## src/rtl/uart_rx_fifo_if.sv

```systemverilog
// Handshake bundle between buart, the RX FIFO and the CPU I/O read path.
interface uart_rx_fifo_if #(
    parameter int DEPTH_LOG2 = 4,
    parameter int WIDTH      = 8
);
    logic                  uart_valid;
    logic [WIDTH-1:0]      uart_data;
    logic                  uart_rd;
    logic                  cpu_rd;
    logic [WIDTH-1:0]      cpu_data;
    logic                  cpu_valid;
    logic                  full;
    logic [DEPTH_LOG2:0]   count;
    logic                  stall;
    logic                  clr_stall;

    modport master (
        output uart_valid, uart_data, cpu_rd, clr_stall,
        input  uart_rd, cpu_data, cpu_valid, full, count, stall
    );

    modport slave (
        input  uart_valid, uart_data, cpu_rd, clr_stall,
        output uart_rd, cpu_data, cpu_valid, full, count, stall
    );
endinterface

```

## src/rtl/uart_rx_fifo.sv

```systemverilog
// Receive buffer: drains buart one byte per acknowledge into a
// first-word-fall-through FIFO read by the CPU.
module uart_rx_fifo #(
    parameter int DEPTH_LOG2 = 4,
    parameter int WIDTH      = 8
) (
    input  logic            clk,
    input  logic            resetq,
    uart_rx_fifo_if.slave   bus
);
    localparam int DEPTH = 1 << DEPTH_LOG2;
    localparam logic [DEPTH_LOG2:0] DEPTH_CNT = (DEPTH_LOG2+1)'(DEPTH);

    localparam logic [0:0] IDLE = 1'b0;
    localparam logic [0:0] ACK  = 1'b1;

    logic [WIDTH-1:0]      mem [DEPTH];
    logic [DEPTH_LOG2-1:0] wp;
    logic [DEPTH_LOG2-1:0] rp;
    logic [DEPTH_LOG2:0]   cnt;
    logic [0:0]            state;
    logic                  stall_q;
    logic                  full_q;
    logic                  nonempty;
    logic                  push;
    logic                  pop;

    assign full_q   = (cnt == DEPTH_CNT);
    assign nonempty = (cnt != '0);
    assign push     = !resetq && (state == IDLE) && bus.uart_valid && !full_q;
    assign pop      = !resetq && bus.cpu_rd && nonempty;

    // Outputs are held quiet while reset is asserted, not just after it.
    assign bus.uart_rd   = push;
    assign bus.cpu_valid = !resetq && nonempty;
    assign bus.full      = !resetq && full_q;
    assign bus.stall     = !resetq && stall_q;
    assign bus.count     = cnt;
    assign bus.cpu_data  = bus.cpu_valid ? mem[rp] : '0;

    always_ff @(posedge clk) begin
        if (push)
            mem[wp] <= bus.uart_data;
    end

    always_ff @(posedge clk) begin
        if (resetq) begin
            state   <= IDLE;
            wp      <= '0;
            rp      <= '0;
            cnt     <= '0;
            stall_q <= 1'b0;
        end else begin
            state <= push ? ACK : IDLE;
            if (push)
                wp <= wp + 1'b1;
            if (pop)
                rp <= rp + 1'b1;
            unique case ({push, pop})
                2'b10:   cnt <= cnt + 1'b1;
                2'b01:   cnt <= cnt - 1'b1;
                default: cnt <= cnt;
            endcase
            // A new blocked byte outranks a clear in the same cycle.
            if ((state == IDLE) && bus.uart_valid && full_q)
                stall_q <= 1'b1;
            else if (bus.clr_stall)
                stall_q <= 1'b0;
        end
    end
endmodule

```

## src/flat_wrapper.sv

```systemverilog
// flat-port wrapper written by rule: the top's interface ports become plain ports
module uart_rx_fifo_flat 
#(
    parameter int DEPTH_LOG2 = 4,
    parameter int WIDTH      = 8
)
  (clk, resetq, bus_uart_valid, bus_uart_data, bus_cpu_rd, bus_clr_stall, bus_uart_rd, bus_cpu_data, bus_cpu_valid, bus_full, bus_count, bus_stall);
  uart_rx_fifo_if #(.DEPTH_LOG2(DEPTH_LOG2), .WIDTH(WIDTH)) bus_i ();
  input  logic clk;
  input  logic resetq;
  input wire logic [$bits(bus_i.uart_valid)-1:0] bus_uart_valid;
  input wire logic [$bits(bus_i.uart_data)-1:0] bus_uart_data;
  input wire logic [$bits(bus_i.cpu_rd)-1:0] bus_cpu_rd;
  input wire logic [$bits(bus_i.clr_stall)-1:0] bus_clr_stall;
  output wire logic [$bits(bus_i.uart_rd)-1:0] bus_uart_rd;
  output wire logic [$bits(bus_i.cpu_data)-1:0] bus_cpu_data;
  output wire logic [$bits(bus_i.cpu_valid)-1:0] bus_cpu_valid;
  output wire logic [$bits(bus_i.full)-1:0] bus_full;
  output wire logic [$bits(bus_i.count)-1:0] bus_count;
  output wire logic [$bits(bus_i.stall)-1:0] bus_stall;
  assign bus_i.uart_valid = bus_uart_valid;
  assign bus_i.uart_data = bus_uart_data;
  assign bus_i.cpu_rd = bus_cpu_rd;
  assign bus_i.clr_stall = bus_clr_stall;
  assign bus_uart_rd = bus_i.uart_rd;
  assign bus_cpu_data = bus_i.cpu_data;
  assign bus_cpu_valid = bus_i.cpu_valid;
  assign bus_full = bus_i.full;
  assign bus_count = bus_i.count;
  assign bus_stall = bus_i.stall;
  uart_rx_fifo #(.DEPTH_LOG2(DEPTH_LOG2), .WIDTH(WIDTH)) u_core (.clk(clk), .resetq(resetq), .bus(bus_i));
endmodule
```

## config.mk

```make
export PLATFORM = sky130hd
export DESIGN_NAME = uart_rx_fifo_flat
export DESIGN_NICKNAME = d
export VERILOG_FILES = /design/src/rtl/uart_rx_fifo_if.sv /design/src/rtl/uart_rx_fifo.sv /design/src/flat_wrapper.sv
export SDC_FILE = /design/constraint.sdc
export NUM_CORES = 1
export LEC_CHECK = 0
export BUFFER_PORTS_ARGS = -buffer_cell sky130_fd_sc_hd__buf_2
export CAP_MARGIN = 20
export CORE_MARGIN = 2
export CORE_UTILIZATION = 40
export DETAILED_ROUTE_END_ITERATION = 10
export GPL_TIMING_DRIVEN = 0
export PLACE_DENSITY = 0.52
export SLEW_MARGIN = 5
export SYNTH_ARGS = -nofsm -noshare
export SYNTH_HDL_FRONTEND = slang
export SYNTH_SLANG_ARGS = --single-unit
```

## constraint.sdc

```tcl
create_clock -name clk -period 3.55 [get_ports clk]
set_input_delay 0.355 -clock clk [delete_from_list [all_inputs] [get_ports clk]]
set_output_delay 0.355 -clock clk [all_outputs]
set_load 0.05 [all_outputs]
```

# After elaboration in Yosys (flattened, before gate mapping)
# Memories as Yosys holds them, arrays and structs flattened. A register that Yosys moved wholly into a read port is not among the register bits.
# Cells that the tools add are included.
# totals
regBits,15
ramBits,128
in_bits,13
out_inout_bits,17
elab_cells,37
n_memories,1
# memory_table
memory,words,width,rd,rd_clocked_by_memory_dff,write_ports,line,rtl
u_core.mem,16,8,1,1,1,uart_rx_fifo.sv:17,logic [WIDTH-1:0] mem [DEPTH];
# classes
add_sub_neg,4
eq_ne,3
n_mux,8
bitwise,1
n_reduce_logical,15
# ops
cell,count
1-bit logical AND,10
5-bit one-hot mux with 2 select lines,1
4-bit by 1-bit adder with 4-bit output (second input constant),2
4-bit 2-to-1 mux,2
8-bit 2-to-1 mux,1
5-bit by 1-bit adder with 5-bit output (second input constant),1
5-bit equality test (second input constant),1
5-bit nonzero test,1
5-bit by 1-bit subtractor with 5-bit output (second input constant),1
1-bit 2-to-1 mux,4
2-bit nonzero test,2
2-bit by 1-bit equality test with 1-bit output (second input constant),1
2-bit equality test (second input constant),1
1-bit logical NOT,2
1-bit inverter,1

# Logic depth before layout (Yosys ltp)
# logic_depth
word_depth,6
depth_mapped,13
depth_no_buf,11

# Worst setup path before layout
# No wires, ideal clock.
# synth_path
kind,register to register
start,reg u_core.cnt[1] (netlist: u_core.bus.count[1])
end,reg u_core.cnt[4] (netlist: u_core.bus.count[4])
setup_ns,0.076
t_arrival_ns,3.527
required_ns,3.474
slack_ns,-0.053
stages_incl_launch_ff,13
path_buffers,1
period_less_slack_ns,3.603
path_cell_list,dfxtp_1 nor4_4 a211oi_4 inv_1 ha_1 buf_4 xor2_1 ha_1 a31oi_4 o22ai_1 a2111oi_0 o31ai_1 o22ai_1
# synth_between
elab_chain_len,5
word_cells_on_any_way,11
classes_between,add/sub: 2; eq/ne: 3; mux: 1; reduce/logical: 5
# synth_lines
element,line,rtl
from (decl),uart_rx_fifo.sv:20,logic [DEPTH_LOG2:0] cnt;
from (signal assigned),uart_rx_fifo.sv:60,2'b10: cnt <= cnt + 1'b1;
from (signal assigned),uart_rx_fifo.sv:61,2'b01: cnt <= cnt - 1'b1;
from (signal assigned),uart_rx_fifo.sv:62,default: cnt <= cnt;
5-bit equality test *,uart_rx_fifo.sv:28,assign full_q = (cnt == DEPTH_CNT);
1-bit logical NOT *,uart_rx_fifo.sv:30,assign push = !resetq && (state == IDLE) && bus.uart_valid && !full_q;
1-bit logical AND *,uart_rx_fifo.sv:30,
net bus_uart_rd,flat_wrapper.sv:15,output wire logic [$bits(bus_i.uart_rd)-1:0] bus_uart_rd;
2-bit by 1-bit equality test with 1-bit output / 2-bit equality test (equally long branches),uart_rx_fifo.sv:59,"unique case ({push, pop})"
5-bit one-hot mux with 2 select lines / 2-bit nonzero test (equally long branches),n/a,
# The timed path passes the listed nets; every way through them passes the cells marked *.
# A chain may end at the register's enable or synchronous reset.

==> results by group <==
Status
  – Status: finished clean

Timing
  – Setup TNS: 0 ps
  – Hold Vio Cnt, Final: 0
  – Setup violations, final: 0
  – Final worst clock skew: 6.76 ps
  – Fmax: between 300 and 400 MHz
  – Slew headroom: about two fifths
  – Final worst-path cycle share: around nine tenths
  – Clock period minus worst slack: roughly 3300 ps
  – RSZ-0062 raised after global routing: false
  – Final WS setup: 295 ps
  – Final Max Slew Viols: 0
  – Tightest Pin Transition: 925 ps

Clock network
  – PostCTS Resize Cnt: 0
  – Setup Fix Bufs, Post-CTS: 0
  – CTS tree: built
  – CTS H-tree lvls: 4
  – Worst-skew pair later-pin latency: between 400 and 500 ps
  – Root buffer cell: clkbuf_16
  – CTS sink count: around 150
  – Hold Buf Count CTS: 0
  – Clock tree buffer depth: 2
  – CTS buffer count: 17
  – Clk slew on worst S/H paths: roughly 50 ps

Place
  – Dpl ws: approximately 340 ps
  – Post-DP HPWL: 8290 um
  – Gpl congestion: roughly 0.78
  – Port bufs: 29
  – Cells after DPL: around 560

Layout
  – Commonest non-fill, non-tap cell in the layout: edfxtp_1
  – Share of cells above drive strength 1: between 20% and 30%
  – Antenna Cells: 0
  – Fin util: 48.0%
  – Non-filler cells, final: 600
  – Commonest cells after routing, fill and taps aside: edfxtp_1, buf_2, mux4_2, nor2_1, dfxtp_1
  – # nets final: 423
  – Layout area overhead: 16.3%

Synthesis
  – Synth Net Count: about 370
  – Synthesis Warnings: 0
  – Compound-cell area share of the yosys netlist: between 5 and 6%
  – Gate Count Post-Synth: ~350
  – Top-area cell type share of the netlist area: 63.7%
  – Largest family of logic cells by synthesized area: multiplexers
  – Sequential share of the synthesized area: 70.0%
  – Yosys cell types: 36
  – Cell Area, Synth: roughly 0.0060 mm2
  – Mean post-synth cell area: approximately 17 um2
  – Area leader, netlist: edfxtp_1
  – Synth top area cells: edfxtp_1, mux4_2, dfxtp_1, a211oi_1, nor2_1
  – Post-Synth XOR/XNOR Area: around 1.5%
  – Post-synthesis adder-cell area fraction: around 1.5%
  – Synth Area in Simple Gates: slightly above 6%
  – Flops & latches, synth: between 100 and 150
  – Post-synthesis mux area share: 13.8%

Routing
  – Routed WL per cell: 21.4 um
  – Via density: between 5 and 6
  – Vias: between 3k and 4k
  – Total Wirelength: about 13000 um
  – DR DRC count: 0
  – Post-DRT Antenna Nets: 0
  – DRT iter0 DRCs: between 200 and 250
  – TritonRoute pass-1 iters: 4

Worst setup path
  – WP data required: 3190 ps
  – Crit path max fanout: 10
  – CP Capture Type: primary output
  – Setup CP Type: reg2out
  – R2R Setup Slk: between 300 and 400 ps
  – R2R depth: 12
  – RR Endpoint: u_core.bus.count[4]
  – WP data arrival: between 2000 and 3000 ps
  – CP Launch Type: flop
  – R2r startpoint: u_core.bus.count[4]

Power and ir drop
  – P_leak: approximately 2.3 nW
  – PwrDens: roughly 550 mW/mm2
  – Peak VDD IR: 0.342 mV

Global route
  – Antenna violations before repair: 0
  – Vias in the first global route: between 3k and 4k
  – Tot GR Track Use: approximately 17%
  – Largest net degree at the start of global routing: 17
  – First-pass GRT wire length: approximately 20000 um
  – Total congestion overflow: 0

Hold path
  – Min-Delay Path Class: in2reg
  – HP Start: bus_clr_stall
  – Hold Crit Depth: 4
  – Min-Delay Endpoint: u_core.stall_q

Die
  – Die height: roughly 130 um
  – Row Count: between 40 and 50
  – Initial Utilization: 41.2%
  – Ports: 30
  – Die width: ~130 um
  – Core area: roughly 0.015 mm2
  – Die Area: roughly 0.016 mm2

Flow run
  – MaxCap Viol Count: 0
cell families (layout without fill, tap and decap cells):
family	Yosys count	in the layout
multiplexers	43	43
AO/OA/AOI/OAI	41	41
flip-flops	147	147
AND/OR/NAND/NOR	74	74
adder cells (fa/ha/maj)	7	7
XOR/XNOR	10	10
buffers and inverters	27	94
per-stage QoR:
step | cell area (um2) | total power [mW] | hold slack (ps)
final | 7020 | 3.89 | 228
after global routing | 7020 | 4.03 | 253
after CTS | 6990 | 3.93 | 217
after detailed placement | 6440 | 2.25 | 477
after global placement | 6410 | 2.24 | 459
after floorplan | 6040 | 2.15 | 447
per-layer routing:
layer	vias to the layer above	part of all wire [%]	GRT usage (%)
li1	1474	-	-
met1	1617	48	23.9
met2	77	46	26.3
met3	23	3.8	3.71
met4	0	2.3	7.82
met5	-	0	0
worst max-delay path, cell delays in order (launching register included):
cell and delay (ps):
dfxtp_1 300, clkbuf_1 330, buf_1 600, mux4_2 440
nor2b_1 150, a211oi_1 340, a211oi_1 90, buf_2 230
cell usage after synthesis (all sizes together):
library cell	instances
dfxtp	19
nand2b	9
a221oi	1
a21o	1
clkbuf	9
o22ai	4
a2111oi	1
nand4b	1
mux2	1
a211oi	18
edfxtp	128
a21oi	7
mux2i	10
nor2b	12
nor3	5
buf	12
ha	7
a21boi	1
mux4	32
o21ai	6
xnor2	2
and2	1
o31ai	1
xor2	8
nand2	11
nor4	2
nand4	2
or3	1
a31oi	1
inv	6
nor2	30
how the worst max path moves through the flow:
stage	to	slack, ps	cells past startpoint	start
finish	bus_cpu_data[4]	290	7	flop
global route	u_core.bus.count[4]	50	12	u_core.bus.count[4]
CTS	bus_cpu_data[4]	260	7	flop
detailed placement	u_core.bus.count[4]	340	12	resetq
global placement	u_core.bus.count[4]	330	12	u_core.bus.count[3]
floorplan	u_core.bus.count[4]	10	12	u_core.bus.count[0]
sequential cells by signal, indices dropped and copies added (netlist names), named ones only:
register	count
u_core.stall_q	1
u_core.state	1
u_core.bus.count	5
u_core.mem	128
u_core.wp	4
u_core.rp	4
area by class of cell:
type	instances	area, um2
Multi-Input combinational cell	175	1700
Timing Repair Buffer	35	190
Clock inverter	6	53.8
Tap cell	184	230
Clock buffer	26	499
Sequential cell	147	4230
Buffer	21	97.6
Inverter	6	22.5
Fill cell	1262	7620
power by group:
part	total [mW]	leakage, nW	internal (mW)	switching (mW)
sequential	1.91	1.31	1.89	0.0146
clock	1.67	0.275	1.03	0.644
combinational	0.310	0.729	0.116	0.194
Power figures use the tool's default switching activity.
